<file path="config.mk">
export PLATFORM = sky130hd
export DESIGN_NAME = pipe_stall_ctrl_flat
export DESIGN_NICKNAME = d
export VERILOG_FILES = /design/src/rtl/pipe_ctrl_pkg.sv /design/src/rtl/pipe_stall_ctrl_if.sv /design/src/rtl/sat_counter.sv /design/src/rtl/pipe_stall_ctrl.sv /design/src/flat_wrapper.sv
export SDC_FILE = /design/constraint.sdc
export NUM_CORES = 1
export LEC_CHECK = 0
export CORE_ASPECT_RATIO = 1.5
export CORE_MARGIN = 4
export CORE_UTILIZATION = 25
export DETAILED_ROUTE_END_ITERATION = 12
export PLACE_DENSITY = 0.43
export SLEW_MARGIN = 25
export SYNTH_ARGS = -nofsm -noshare
export SYNTH_HDL_FRONTEND = slang
export SYNTH_SLANG_ARGS = --single-unit
</file>
<file path="constraint.sdc">
create_clock -name clk -period 2.3 [get_ports clk]
set_input_delay 0.575 -clock clk [delete_from_list [all_inputs] [get_ports clk]]
set_output_delay 0.575 -clock clk [all_outputs]
set_load 0.05 [all_outputs]
</file>
<file path="src/rtl/pipe_ctrl_pkg.sv">
// pipe_ctrl_pkg: shared types and constants for the pipeline stall controller
package pipe_ctrl_pkg;
  typedef enum logic {RUN, DWAIT} state_t;
  localparam logic [1:0] PC_SEQ = 2'b00;
  localparam logic [1:0] PC_BR  = 2'b01;
  localparam logic [1:0] PC_JR  = 2'b10;
  localparam logic [1:0] PC_J   = 2'b11;
  localparam int CNT_W_DEF = 16;
  localparam int MAX_WAIT_DEF = 255;
endpackage

</file>
<file path="src/rtl/pipe_stall_ctrl_if.sv">
// pipe_stall_ctrl_if: hazard/memory handshakes in, stage enables and bubbles out
interface pipe_stall_ctrl_if;
  logic       nostall;
  logic [1:0] pcsource;
  logic       m_mem_acc;
  logic       imem_ack;
  logic       dmem_ack;
  logic       imem_req;
  logic       dmem_req;
  logic       wpcir;
  logic       ifid_bubble;
  logic       idex_bubble;
  logic       pipe_en;
  logic       mwb_bubble;
  modport master (
    input  nostall, pcsource, m_mem_acc, imem_ack, dmem_ack,
    output imem_req, dmem_req, wpcir, ifid_bubble, idex_bubble, pipe_en, mwb_bubble
  );
  modport slave (
    output nostall, pcsource, m_mem_acc, imem_ack, dmem_ack,
    input  imem_req, dmem_req, wpcir, ifid_bubble, idex_bubble, pipe_en, mwb_bubble
  );
endinterface

</file>
<file path="src/rtl/sat_counter.sv">
// sat_counter: W-bit counter that sticks at all-ones
module sat_counter #(
  parameter int W = 16
) (
  input  logic         clk,
  input  logic         clrn,
  input  logic         inc,
  output logic [W-1:0] q
);
  always_ff @(posedge clk or negedge clrn)
    if (!clrn) q <= '0;
    else if (inc && !(&q)) q <= q + 1'b1;
endmodule

</file>
<file path="src/rtl/pipe_stall_ctrl.sv">
// pipe_stall_ctrl: stage enables, bubbles and stall counters for the 5-stage pipe
// Define BRANCH_FLUSH_EN to squash delay-slot fetches and add flush_cnt.
module pipe_stall_ctrl
  import pipe_ctrl_pkg::*;
#(
  parameter int CNT_W    = CNT_W_DEF,
  parameter int MAX_WAIT = MAX_WAIT_DEF
) (
  input  logic             clk,
  input  logic             clrn,
  pipe_stall_ctrl_if.master bus,
  output logic             timeout,
  output logic [CNT_W-1:0] lu_cnt,
  output logic [CNT_W-1:0] mem_cnt
`ifdef BRANCH_FLUSH_EN
  ,
  output logic [CNT_W-1:0] flush_cnt
`endif
);
  state_t     state;
  logic       imem_req_q;
  logic [7:0] wait_cnt;
  logic       acc, dstall, lu, fpend, flush, wait_inc;
  // Gating with clrn keeps requests low while reset is held.
  assign acc      = bus.m_mem_acc & clrn;
  assign dstall   = (state == DWAIT) | (acc & ~bus.dmem_ack);
  assign lu       = ~dstall & ~bus.nostall;
  assign fpend    = ~dstall & bus.nostall & ~bus.imem_ack;
  assign wait_inc = dstall | fpend;
`ifdef BRANCH_FLUSH_EN
  assign flush = ~dstall & bus.nostall & bus.imem_ack & (bus.pcsource != PC_SEQ);
  sat_counter #(.W(CNT_W)) u_flush (.clk(clk), .clrn(clrn), .inc(flush), .q(flush_cnt));
`else
  logic unused_pcsource;
  assign unused_pcsource = ^bus.pcsource;
  assign flush = 1'b0;
`endif
  assign bus.imem_req    = imem_req_q;
  assign bus.dmem_req    = (state == DWAIT) | acc;
  assign bus.wpcir       = ~dstall & bus.nostall & bus.imem_ack;
  assign bus.pipe_en     = ~dstall;
  assign bus.mwb_bubble  = dstall;
  assign bus.idex_bubble = lu;
  assign bus.ifid_bubble = fpend | flush;
  always_ff @(posedge clk or negedge clrn)
    if (!clrn) begin
      state      <= RUN;
      imem_req_q <= 1'b0;
      wait_cnt   <= '0;
      timeout    <= 1'b0;
    end else begin
      state      <= (state == RUN) ? ((acc && !bus.dmem_ack) ? DWAIT : RUN)
                                   : (bus.dmem_ack ? RUN : DWAIT);
      imem_req_q <= 1'b1;
      wait_cnt   <= wait_inc ? ((&wait_cnt) ? wait_cnt : wait_cnt + 8'd1) : 8'd0;
      timeout    <= timeout | (wait_inc && wait_cnt == 8'(MAX_WAIT - 1));
    end
  sat_counter #(.W(CNT_W)) u_lu  (.clk(clk), .clrn(clrn), .inc(lu),       .q(lu_cnt));
  sat_counter #(.W(CNT_W)) u_mem (.clk(clk), .clrn(clrn), .inc(wait_inc), .q(mem_cnt));
endmodule

</file>
<file path="src/flat_wrapper.sv">
// flat-port wrapper written by rule: the top's interface ports become plain ports
module pipe_stall_ctrl_flat import pipe_ctrl_pkg::*;
#(
  parameter int CNT_W    = CNT_W_DEF,
  parameter int MAX_WAIT = MAX_WAIT_DEF
)
  (clk, clrn, timeout, lu_cnt, mem_cnt, bus_nostall, bus_pcsource, bus_m_mem_acc, bus_imem_ack, bus_dmem_ack, bus_imem_req, bus_dmem_req, bus_wpcir, bus_ifid_bubble, bus_idex_bubble, bus_pipe_en, bus_mwb_bubble);
  pipe_stall_ctrl_if bus_i ();
  input  logic clk;
  input  logic clrn;
  output logic timeout;
  output logic [CNT_W-1:0] lu_cnt;
  output logic [CNT_W-1:0] mem_cnt;
  input wire logic [$bits(bus_i.nostall)-1:0] bus_nostall;
  input wire logic [$bits(bus_i.pcsource)-1:0] bus_pcsource;
  input wire logic [$bits(bus_i.m_mem_acc)-1:0] bus_m_mem_acc;
  input wire logic [$bits(bus_i.imem_ack)-1:0] bus_imem_ack;
  input wire logic [$bits(bus_i.dmem_ack)-1:0] bus_dmem_ack;
  output wire logic [$bits(bus_i.imem_req)-1:0] bus_imem_req;
  output wire logic [$bits(bus_i.dmem_req)-1:0] bus_dmem_req;
  output wire logic [$bits(bus_i.wpcir)-1:0] bus_wpcir;
  output wire logic [$bits(bus_i.ifid_bubble)-1:0] bus_ifid_bubble;
  output wire logic [$bits(bus_i.idex_bubble)-1:0] bus_idex_bubble;
  output wire logic [$bits(bus_i.pipe_en)-1:0] bus_pipe_en;
  output wire logic [$bits(bus_i.mwb_bubble)-1:0] bus_mwb_bubble;
  assign bus_i.nostall = bus_nostall;
  assign bus_i.pcsource = bus_pcsource;
  assign bus_i.m_mem_acc = bus_m_mem_acc;
  assign bus_i.imem_ack = bus_imem_ack;
  assign bus_i.dmem_ack = bus_dmem_ack;
  assign bus_imem_req = bus_i.imem_req;
  assign bus_dmem_req = bus_i.dmem_req;
  assign bus_wpcir = bus_i.wpcir;
  assign bus_ifid_bubble = bus_i.ifid_bubble;
  assign bus_idex_bubble = bus_i.idex_bubble;
  assign bus_pipe_en = bus_i.pipe_en;
  assign bus_mwb_bubble = bus_i.mwb_bubble;
  pipe_stall_ctrl #(.CNT_W(CNT_W), .MAX_WAIT(MAX_WAIT)) u_core (.clk(clk), .clrn(clrn), .bus(bus_i), .timeout(timeout), .lu_cnt(lu_cnt), .mem_cnt(mem_cnt));
endmodule
</file>
==> metrics.log <==
[metrics] status: finished clean
[metrics] Clk Tree Root Cell: clkbuf_16
[metrics] hold violation total from the final report: 0
[metrics] worst voltage drop across the vdd grid: 0.000624 V
[metrics] number of max-cap violations: 0
[metrics] fraction of registers with async set/reset: 100%
[metrics] total I/O pin count: 48
[metrics] critical path's largest stage delay: 0.86 ns
[metrics] CP top delay family: buffers and inverters
[metrics] clock latency on the worst-skew pair: 0.29 ns
[metrics] total number of yosys warnings: 0
[metrics] area of the die: 10,600 µm²
[metrics] leakage power: 1.37 nW
[metrics] effective utilization at floorplan: 25.5%
[metrics] Core Box Area: 8830 µm²
[metrics] share of the yosys chip area belonging to registers: 47.8%
[metrics] RD Place Congestion: 0.683
[metrics] number of synthesized flops with an enable pin: 0
[metrics] total track usage: 10.9%
[metrics] placed inst area: 3010 µm²
[metrics] worst flop-to-flop path endpoint: u_core.u_mem.q[1]$_DFFE_PN0P_
[metrics] post-detailed-route count of antenna-violating nets: 0
[metrics] total CTS buffers: 5
[metrics] clock transition time at the flip-flop clock pins of the worst setup and hold paths: 0.06 ns
[metrics] post-synthesis average cell area: 11.1 µm²
[metrics] TritonCTS clock tree: done
[metrics] synthesis-to-finish area growth: 42.4%
[metrics] transition time at the pin with the least slew margin: 0.572 ns
[metrics] final critical-path share of the clock period: 95.9%
[metrics] minimum clock period after layout: 2.20 ns
[metrics] clk sink count: 43
[metrics] global route overflow: 0
[metrics] length of the first detailed-routing pass in iterations: 4
[metrics] height of the die: 124 µm
[metrics] setup repair after global routing missed its margin: no
[metrics] Worst Slack Setup Final: 0.0954 ns
[metrics] most used flip-flop cell after synthesis: dfrtp_1
[metrics] proportion of netlist area held by the largest area contributor: 47.8%
[metrics] number of setup buffers added after CTS: 0
[metrics] endpoint arrival time on the critical path: 1.63 ns
[metrics] slowest cell on the critical path: clkdlybuf4s50_1
[metrics] buffers from clock root to sink, at most: 2
[metrics] total setup violations reported at the end of the flow: 0
[metrics] most frequent cell after synthesis: dfrtp_1
[metrics] first-pass GRT wire length: 9.20 mm
[metrics] number of inserted filler cells in the final layout: 905
[metrics] number of nets in the synthesized netlist: 215
[metrics] vias: 1,778
[metrics] residual DRC count: 0
[metrics] antenna cells: 0
[metrics] CP cell instances: clkdlybuf4s50_1
[metrics] Max FO, Critical Path: 7
[metrics] setup skew after layout: 0.00687 ns
[metrics] net total in the final layout: 278
[metrics] library cell with the largest summed area after synthesis: dfrtp_1
[metrics] number of DRC violations after detailed-routing iteration 0: 132
[metrics] # port buffers: 45
[metrics] post-route design area: 3210 µm²
[metrics] routed len/inst: 14.4 µm
[metrics] Pwr Density: 1030 nW/µm²
[metrics] flops & latches, synth: 43
[metrics] Final Routed Wirelength: 5.43 mm
[metrics] via count of the first global-routing pass: 1,832
[metrics] Cell Area, Synth: 2250 µm²
[metrics] initial antenna violation count: 0
[metrics] CP required: 1.73 ns
[metrics] post-DP HPWL: 3.98 mm
[metrics] Buf+Inv Stages, Crit Path: 1
[metrics] Startpoint Class: flip-flop
[metrics] worst reg2reg path depth: 5
[metrics] Chip Width: 85.5 µm
[metrics] timing-limited maximum frequency: 454 MHz
[metrics] max-slew violation count: 0
[metrics] worst reg-to-reg setup slack: 0.40 ns
[metrics] class of the tightest hold or removal check: in -> async
[metrics] Worst R2R Start: u_core.u_mem.q[0]$_DFFE_PN0P_
[metrics] commonest cells in the netlist: 43 x dfrtp_1, 25 x xor2_1, 12 x nand2_1, 12 x nor2_1, 10 x nor4_1
[metrics] number of instances in the synthesized netlist: 203
[metrics] Critical Path End Type: output pin
[metrics] via density per instance: 4.72
[metrics] critical path start-end classification: reg -> out
[metrics] post-synth cell types: 47
[metrics] number of placement rows: 42
[metrics] most area-consuming cells after synthesis: dfrtp_1 48%, xor2_1 9.7%, nor4_1 2.8%
[metrics] fraction of final layout cells with drive strength greater than 1: 20.6%
[metrics] placement-stage worst setup slack: -0.0743 ns
[metrics] pin count of the biggest net entering global routing: 38
[metrics] number of levels the H-tree was split into: 2
[metrics] Worst slew margin: 61.6%
-- report_power, final --
part / internal [mW] / switching, mW
Clock: 0.623 / 0.296
Sequential: 0.906 / 0.235
Combinational: 0.451 / 0.784
Total: 1.98 / 1.32
-- layer usage --
metal	track usage (%)	vias to the layer above	wire, µm
met2	17.9	40	2820
met5	0	-	0
met3	3.25	7	307
met4	4.75	0	108
met1	12.9	869	2190
li1	-	862	-
-- placed cells by master (no fill, tap or decap), drive strengths merged --
| cell type | count |
|---|---|
| a2111oi | 1 |
| a211oi | 7 |
| a21boi | 1 |
| a21o | 1 |
| a21oi | 5 |
| a31oi | 3 |
| a41oi | 1 |
| and3 | 2 |
| and3b | 1 |
| and4 | 3 |
| buf | 22 |
| bufinv | 2 |
| clkbuf | 6 |
| clkdlybuf4s50 | 36 |
| conb | 1 |
| dfrtp | 43 |
| dlygate4sd2 | 1 |
| dlymetal6s2s | 1 |
| ha | 4 |
| inv | 6 |
| mux2 | 3 |
| nand2 | 12 |
| nand3 | 12 |
| nand3b | 1 |
| nand4 | 10 |
| nor2 | 14 |
| nor2b | 4 |
| nor3 | 9 |
| nor3b | 2 |
| nor4 | 12 |
| nor4b | 5 |
| o211ai | 1 |
| o21ai | 1 |
| o21bai | 1 |
| or2 | 2 |
| or4b | 1 |
| xnor2 | 5 |
| xor2 | 25 |
-- sequential cells by signal, summed over array words and instances, names as in the netlist --
signal,cells
u_core.u_lu.q,16
u_core.u_mem.q,16
u_core.wait_cnt,8
u_core.bus.imem_req,1
u_core.state,1
u_core.timeout,1
-- cell type report --
| class | instances | area [µm²] | share of cell area (%) |
|---|---|---|---|
| Tap cell | 110 | 138 | 4.29 |
| Inverter | 6 | 22.5 | 0.703 |
| Clock inverter | 2 | 60.1 | 1.87 |
| Clock buffer | 6 | 129 | 4.02 |
| Timing Repair Buffer | 60 | 632 | 19.7 |
| Sequential cell | 43 | 1080 | 33.6 |
| Multi-Input combinational cell | 150 | 1150 | 35.8 |
-- metrics by stage --
step	power, mW	std cells	hold slack [ns]	TNS [ns]	utilization [%]
after global routing	3.46	377	0.195	0	36.3
after detailed placement	2.40	369	0.474	-0.526	34.1
after CTS	3.34	377	0.192	-0.0248	36.3
after floorplan	1.91	203	0.279	-0.136	-
after global placement	2.40	369	0.465	-0.387	34.1
final	3.29	377	0.195	0	36.3
-- worst max path at each step --
stage / slack (ns) / from / cells after the start / to
after global routing: 0.03 / bus_nostall / 3 / bus_idex_bubble
after global placement: -0.08 / bus_dmem_ack / 7 / u_core.u_mem.q[1]$_DFFE_PN0P_
final: 0.1 / u_core.u_mem.q[4]$_DFFE_PN0P_ / 1 / mem_cnt[4]
after CTS: -0.02 / bus_m_mem_acc / 6 / bus_ifid_bubble
after detailed placement: -0.07 / bus_dmem_ack / 7 / u_core.u_mem.q[1]$_DFFE_PN0P_
after floorplan: -0.14 / bus_m_mem_acc / 4 / bus_ifid_bubble
-- timing repair --
action | in CTS | in global routing
pin swaps | 2 | 3
gates resized for setup | 5 | 1
hold buffers | 0 | 0
endpoints found under the setup margin | 4 | 4
-- cells by family (layout without fill, tap and decap cells) --
| family | Yosys count | in the layout | synth area share (%) |
|---|---|---|---|
| AOI/OAI and AO/OA | 22 | 22 | 7.06 |
| xor gates and xnor gates | 30 | 30 | 11.7 |
| adders and majority gates | 4 | 4 | 2.22 |
| buffers and inverters | 10 | 74 | 2.11 |
| DFF | 43 | 43 | 47.8 |
| muxes | 3 | 3 | 1.67 |
| other | 1 | 1 | 0.167 |
| and+or+nand+nor | 90 | 90 | 27.3 |
Note: power is estimated with default switching activity, not from simulation.
